<file path="src/rtl/fetch_unit.sv">
// -----------------------------------------------------------------------------
// fetch_unit
//   Instruction-fetch sequencer in front of a 32x14 single-port word store.
//   It owns the memory's en/wr/address/datain pins.
//   - Idle mode: a loader port writes program words straight into the memory.
//   - Run mode: steps a program counter, reads one word per instruction and
//     presents it downstream on a valid/ready handshake.
//   - A consumed word whose top nibble equals HALT_OP stops fetching.
//
// Ports
//   i_clk, i_rst_n        clock, asynchronous active-low reset
//   i_start               pulse: begin fetching at address 0 (from IDLE/HALTED)
//   i_ld_valid/addr/data  loader write request (served only in IDLE)
//   o_ld_ready            loader write accepted this cycle
//   o_mem_en/wr/addr/     memory control and write data
//   o_mem_datain
//   i_mem_dataout         memory read data
//   o_instr/o_instr_valid fetched word and its valid flag (registered)
//   i_instr_ready         decoder accepts o_instr
//   i_branch_en/addr      next-PC override, sampled only on a handshake
//   o_pc                  address of the word in fetch/hold
//   o_busy                fetching (FETCH, WAIT or HOLD)
//   o_halted              HALT word has been consumed
// -----------------------------------------------------------------------------
module fetch_unit #(
    parameter int         ADDR_W   = 5,
    parameter int         DATA_W   = 14,
    parameter int         READ_LAT = 1,
    parameter logic [3:0] HALT_OP  = 4'hF
) (
    input  logic              i_clk,
    input  logic              i_rst_n,
    input  logic              i_start,
    input  logic              i_ld_valid,
    input  logic [ADDR_W-1:0] i_ld_addr,
    input  logic [DATA_W-1:0] i_ld_data,
    output logic              o_ld_ready,
    output logic              o_mem_en,
    output logic              o_mem_wr,
    output logic [ADDR_W-1:0] o_mem_addr,
    output logic [DATA_W-1:0] o_mem_datain,
    input  logic [DATA_W-1:0] i_mem_dataout,
    output logic [DATA_W-1:0] o_instr,
    output logic              o_instr_valid,
    input  logic              i_instr_ready,
    input  logic              i_branch_en,
    input  logic [ADDR_W-1:0] i_branch_addr,
    output logic [ADDR_W-1:0] o_pc,
    output logic              o_busy,
    output logic              o_halted
);

    // Wait counter wide enough for READ_LAT up to 4 (counts READ_LAT-1 .. 0).
    localparam int                CNT_W    = 3;
    localparam logic [CNT_W-1:0]  CNT_INIT = CNT_W'(READ_LAT - 1);
    localparam logic [CNT_W-1:0]  CNT_ZERO = {CNT_W{1'b0}};
    localparam logic [CNT_W-1:0]  CNT_ONE  = {{(CNT_W-1){1'b0}}, 1'b1};
    localparam logic [ADDR_W-1:0] PC_ZERO  = {ADDR_W{1'b0}};
    localparam logic [ADDR_W-1:0] PC_ONE   = {{(ADDR_W-1){1'b0}}, 1'b1};
    localparam logic [DATA_W-1:0] DATA_ZERO = {DATA_W{1'b0}};

    typedef enum logic [2:0] {
        S_IDLE   = 3'd0,
        S_FETCH  = 3'd1,
        S_WAIT   = 3'd2,
        S_HOLD   = 3'd3,
        S_HALTED = 3'd4
    } state_t;

    state_t            r_state;
    state_t            w_state_nxt;
    logic [ADDR_W-1:0] r_pc;
    logic [ADDR_W-1:0] w_pc_nxt;
    logic [DATA_W-1:0] r_instr;
    logic [DATA_W-1:0] w_instr_nxt;
    logic [CNT_W-1:0]  r_cnt;
    logic [CNT_W-1:0]  w_cnt_nxt;
    logic              r_instr_valid;
    logic              r_busy;
    logic              r_halted;
    logic              w_handshake;
    logic              w_is_halt;

    // instr_valid is only ever set in HOLD, so this is the HOLD handshake.
    assign w_handshake = r_instr_valid & i_instr_ready;
    assign w_is_halt   = (r_instr[DATA_W-1 -: 4] == HALT_OP);

    // Next-state and datapath next values for the fetch sequencer.
    always_comb begin
        w_state_nxt = r_state;
        w_pc_nxt    = r_pc;
        w_instr_nxt = r_instr;
        w_cnt_nxt   = r_cnt;
        case (r_state)
            S_IDLE: begin
                // A pending load takes priority over start.
                if (i_ld_valid) begin
                    w_state_nxt = S_IDLE;
                end else if (i_start) begin
                    w_state_nxt = S_FETCH;
                    w_pc_nxt    = PC_ZERO;
                end else begin
                    w_state_nxt = S_IDLE;
                end
            end
            S_FETCH: begin
                w_state_nxt = S_WAIT;
                w_cnt_nxt   = CNT_INIT;
            end
            S_WAIT: begin
                if (r_cnt == CNT_ZERO) begin
                    w_instr_nxt = i_mem_dataout;
                    w_state_nxt = S_HOLD;
                end else begin
                    w_cnt_nxt = r_cnt - CNT_ONE;
                end
            end
            S_HOLD: begin
                if (w_handshake) begin
                    if (w_is_halt) begin
                        w_state_nxt = S_HALTED;
                    end else begin
                        // Plain ADDR_W-bit add wraps the last address to 0.
                        w_pc_nxt    = i_branch_en ? i_branch_addr : (r_pc + PC_ONE);
                        w_state_nxt = S_FETCH;
                    end
                end else begin
                    w_state_nxt = S_HOLD;
                end
            end
            S_HALTED: begin
                if (i_start) begin
                    w_state_nxt = S_FETCH;
                    w_pc_nxt    = PC_ZERO;
                end else begin
                    w_state_nxt = S_HALTED;
                end
            end
            default: begin
                w_state_nxt = S_IDLE;
                w_pc_nxt    = PC_ZERO;
                w_cnt_nxt   = CNT_ZERO;
                w_instr_nxt = DATA_ZERO;
            end
        endcase
    end

    // Memory pins and loader acknowledge; forced inactive while reset is held
    // so a loader request can never write during reset.
    always_comb begin
        o_ld_ready   = 1'b0;
        o_mem_en     = 1'b0;
        o_mem_wr     = 1'b0;
        o_mem_addr   = r_pc;
        o_mem_datain = DATA_ZERO;
        if (!i_rst_n) begin
            o_ld_ready   = 1'b0;
            o_mem_en     = 1'b0;
            o_mem_wr     = 1'b0;
        end else begin
            case (r_state)
                S_IDLE: begin
                    if (i_ld_valid) begin
                        o_ld_ready   = 1'b1;
                        o_mem_en     = 1'b1;
                        o_mem_wr     = 1'b1;
                        o_mem_addr   = i_ld_addr;
                        o_mem_datain = i_ld_data;
                    end else begin
                        o_ld_ready   = 1'b0;
                    end
                end
                S_FETCH, S_WAIT: begin
                    o_mem_en = 1'b1;
                end
                default: begin
                    o_mem_en = 1'b0;
                end
            endcase
        end
    end

    // State, datapath and status-flag registers.
    always_ff @(posedge i_clk or negedge i_rst_n) begin
        if (!i_rst_n) begin
            r_state       <= S_IDLE;
            r_pc          <= PC_ZERO;
            r_instr       <= DATA_ZERO;
            r_cnt         <= CNT_ZERO;
            r_instr_valid <= 1'b0;
            r_busy        <= 1'b0;
            r_halted      <= 1'b0;
        end else begin
            r_state       <= w_state_nxt;
            r_pc          <= w_pc_nxt;
            r_instr       <= w_instr_nxt;
            r_cnt         <= w_cnt_nxt;
            // Flags follow the next state so they line up with it exactly.
            r_instr_valid <= (w_state_nxt == S_HOLD);
            r_busy        <= (w_state_nxt == S_FETCH) || (w_state_nxt == S_WAIT) ||
                             (w_state_nxt == S_HOLD);
            r_halted      <= (w_state_nxt == S_HALTED);
        end
    end

    assign o_instr       = r_instr;
    assign o_instr_valid = r_instr_valid;
    assign o_pc          = r_pc;
    assign o_busy        = r_busy;
    assign o_halted      = r_halted;

endmodule

</file>
<file path="config.mk">
export PLATFORM = sky130hd
export DESIGN_NAME = fetch_unit
export DESIGN_NICKNAME = d
export VERILOG_FILES = /design/src/rtl/fetch_unit.sv
export SDC_FILE = /design/constraint.sdc
export NUM_CORES = 1
export LEC_CHECK = 0
export ABC_AREA = 1
export BUFFER_PORTS_ARGS = -buffer_cell sky130_fd_sc_hd__buf_2
export CAP_MARGIN = 20
export CORE_MARGIN = 8
export CORE_UTILIZATION = 30
export CTS_BUF_LIST = sky130_fd_sc_hd__clkbuf_2 sky130_fd_sc_hd__clkbuf_4 sky130_fd_sc_hd__clkbuf_8
export CTS_CLUSTER_DIAMETER = 120
export DETAILED_ROUTE_END_ITERATION = 6
export SLEW_MARGIN = 10
export SYNTH_ARGS = -nofsm -noshare
export SYNTH_HDL_FRONTEND = slang
export SYNTH_SLANG_ARGS = --single-unit
</file>
<file path="constraint.sdc">
create_clock -name i_clk -period 4.64 [get_ports i_clk]
set_clock_uncertainty 0.2 [all_clocks]
set_input_delay 0.464 -clock i_clk [delete_from_list [all_inputs] [get_ports i_clk]]
set_output_delay 0.464 -clock i_clk [all_outputs]
set_load 0.02 [all_outputs]
</file>
==> impl_metrics.json <==
{
  "synth_area_leader_cell": "dfrtp_1",
  "dr_total_vias": 1601,
  "crit_type": "reg2out",
  "cp_data_arrival_time_ns": 1.77,
  "yosysSeqAreaShare": 0.417,
  "grt_pass1_vias": 1666,
  "hold_viol_final": 0,
  "ant_nets": 0,
  "synth_edf_count": 0,
  "ys_ff_latch": 28,
  "cts_tree": "done",
  "required_ns": 3.98,
  "synthCells": 225,
  "drt_iter0_markers": 70,
  "synth_area_leaders": "dfrtp_1, inv_1, nand2_1",
  "dp_hpwl_um": 3550,
  "cts_root_buffer": "clkbuf_8",
  "synthToLayoutAreaGrowth_pct": 32.3,
  "synth_commonest_cells": "inv_1, nand2_1, dfrtp_1",
  "power_density_mw_per_mm2": 547,
  "synth.most_common_cell": "inv_1",
  "synthesis.area_sq_mm": 0.00168,
  "cts_setup_buffers": 0,
  "synth_cell_types": 26,
  "wirelength_um": 4390,
  "rows": 27,
  "finalSetupViolCount": 0,
  "track_usage": 0.109,
  "drv_slew": 0,
  "timing.final.crit_share": 0.525,
  "insertion_delay_ns": 0.27,
  "fmax_mhz": 411,
  "via_per_inst": 4.19,
  "die_x_um": 90.9,
  "synth_compound_gate_area_share": 0.109,
  "hold_buffers": 0,
  "maxCapViolCount": 0,
  "antenna_found_initial": 0,
  "timing.hold.ws_ns": 0.0160,
  "grt_start_max_net_pins": 31,
  "yosys.area_share.simple": 0.293,
  "start_kind": "flip-flop",
  "endpoint_kind": "primary output",
  "finalCriticalPeriod_ns": 2.44,
  "fp.dieH_um": 90.9,
  "clockBufferDepth": 2,
  "place.gp.congestion": 0.809,
  "rsz0062_at_grt": "false",
  "wire_per_inst_um": 11.5,
  "yosys.area_share.adder": 0.0223,
  "syn_nets": 272,
  "core_area_sq_mm": 0.00547,
  "first_pass_iters": 4,
  "grt_pass1_wl_um": 7680,
  "diodes": 0,
  "io_pins": 88,
  "final_layout_size_suffix_gt1_frac": 0.371,
  "max-slew-margin-rel": 0.534,
  "fin_setup_tns_ns": 0,
  "synth_top_area_share": 0.417,
  "synth_warnings": 0,
  "cts_resized": 0,
  "io_buffers": 87,
  "ctsHtreeMaxLevel": 1,
  "worstHoldPathType": "in2async",
  "ir_worst_vdd_v": 0.000220,
  "ys.flop_type": "dfrtp_1",
  "synth_top_family_by_area": "simple AND/OR/NAND/NOR gates",
  "clock-sinks": 28,
  "dieArea_sq_mm": 0.00826,
  "clk_pin_slew_ns": 0.10,
  "start_util": 0.307,
  "p_leak_nw": 1.33,
  "async_reset_ff_frac": 1.00,
  "overflow": 0,
  "nets": 358,
  "outcome": "finished, final reports clean",
  "syn_area_per_cell_sq_um": 7.47,
  "worst_pin_slew_ns": 0.698,
  "synth-xor-area-share": 0.0104,
  "crit_path_max_fanout": 15,
  "synthMuxAreaShare": 0,
  "cts_buffers": 3,
  "route.detailed.drc": 0
}
[worst paths after layout]
check / from / end / slack [ns] / cells past startpoint
setup / recovery: r_state[1] / o_mem_addr[0] / 2.20 / 8
hold / removal: i_rst_n / r_cnt[1] / 0.02 / 1
setup reg to reg: r_cnt[0] / o_instr[3] / 2.76 / 6
hold reg to reg: r_cnt[0] / r_cnt[0] / 0.29 / 1
max in group asynchronous: i_rst_n / r_state[2] / 3.80 / 1
min in group i_clk: i_mem_dataout[10] / o_instr[10] / 0.22 / 3
[through the flow]
| stage | setup slack [ns] | utilization | cell area, sq um | total power, W | instances |
|---|---|---|---|---|---|
| 4_1_cts | 2.15 | 0.406 | 2220 | 0.00124 | 382 |
| 3_3_place_gp | 2.19 | 0.393 | 2150 | 0.00104 | 378 |
| 6_report | 2.20 | 0.406 | 2220 | 0.00122 | 382 |
| 5_1_grt | 1.96 | 0.406 | 2220 | 0.00134 | 382 |
| 2_1_floorplan | 2.59 | - | 1680 | 0.000879 | 225 |
| 3_5_place_dp | 2.14 | 0.393 | 2150 | 0.00104 | 378 |
[metal layers]
layer | wire (um) | global-route usage | up-vias
met3 | 371 | 0.0407 | 4
met2 | 2050 | 0.191 | 45
li1 | - | - | 852
met5 | 0 | 0 | -
met4 | 29 | 0.0246 | 0
met1 | 1940 | 0.121 | 700
[state kept, by name, summed over array words and instances, names as in the netlist]
name           cells
o_instr           14
r_cnt              3
o_pc               5
r_state            3
o_instr_valid      1
o_halted           1
o_busy             1
[cell type report]
cell class	instances	area (sq um)
clock buffer	3	41.3
clock inverter	1	30.0
fill	592	3250
inverter	52	195
multi-input combinational	139	732
sequential	28	701
tap	72	90.1
timing repair buffer	87	435
[power breakdown]
group          leakage, nW  switching (W)  internal [W]
Clock               0.0357      0.0000751      0.000115
Combinational        0.928       0.000437      0.000209
Sequential           0.369      0.0000638      0.000318
Total                 1.33       0.000576      0.000642
[cells in the final DEF, fill, tap and decap left out]
cell type,instances
a21oi_1,1
a21oi_4,1
buf_2,87
bufinv_16,1
clkbuf_8,3
dfrtp_1,28
ha_1,3
inv_1,47
inv_2,5
nand2_1,40
nand2_2,3
nand2_4,1
nand3_1,22
nand3_2,3
nand3b_1,1
nand4_1,2
nor2_1,27
nor2_2,1
nor2_4,3
nor3_1,1
o21ai_0,12
o21ai_1,7
o21ai_2,6
o31ai_1,2
or2_2,1
xor2_1,2
[critical path, cell delays in order (launching register included)]
cell and delay, ns:
dfrtp_1 0.46, nor2_4 0.23, nand2_2 0.11, inv_2 0.07
nand2_4 0.10, inv_2 0.21, nand2_1 0.07, o21ai_0 0.07
buf_2 0.18
[logic make-up after synthesis]
kind of cell	Yosys count
buf+inv	58
xor+xnor	2
simple gates	105
flops	28
fa+ha+maj	3
compound gates	29
(Power assumes the default switching activity.)
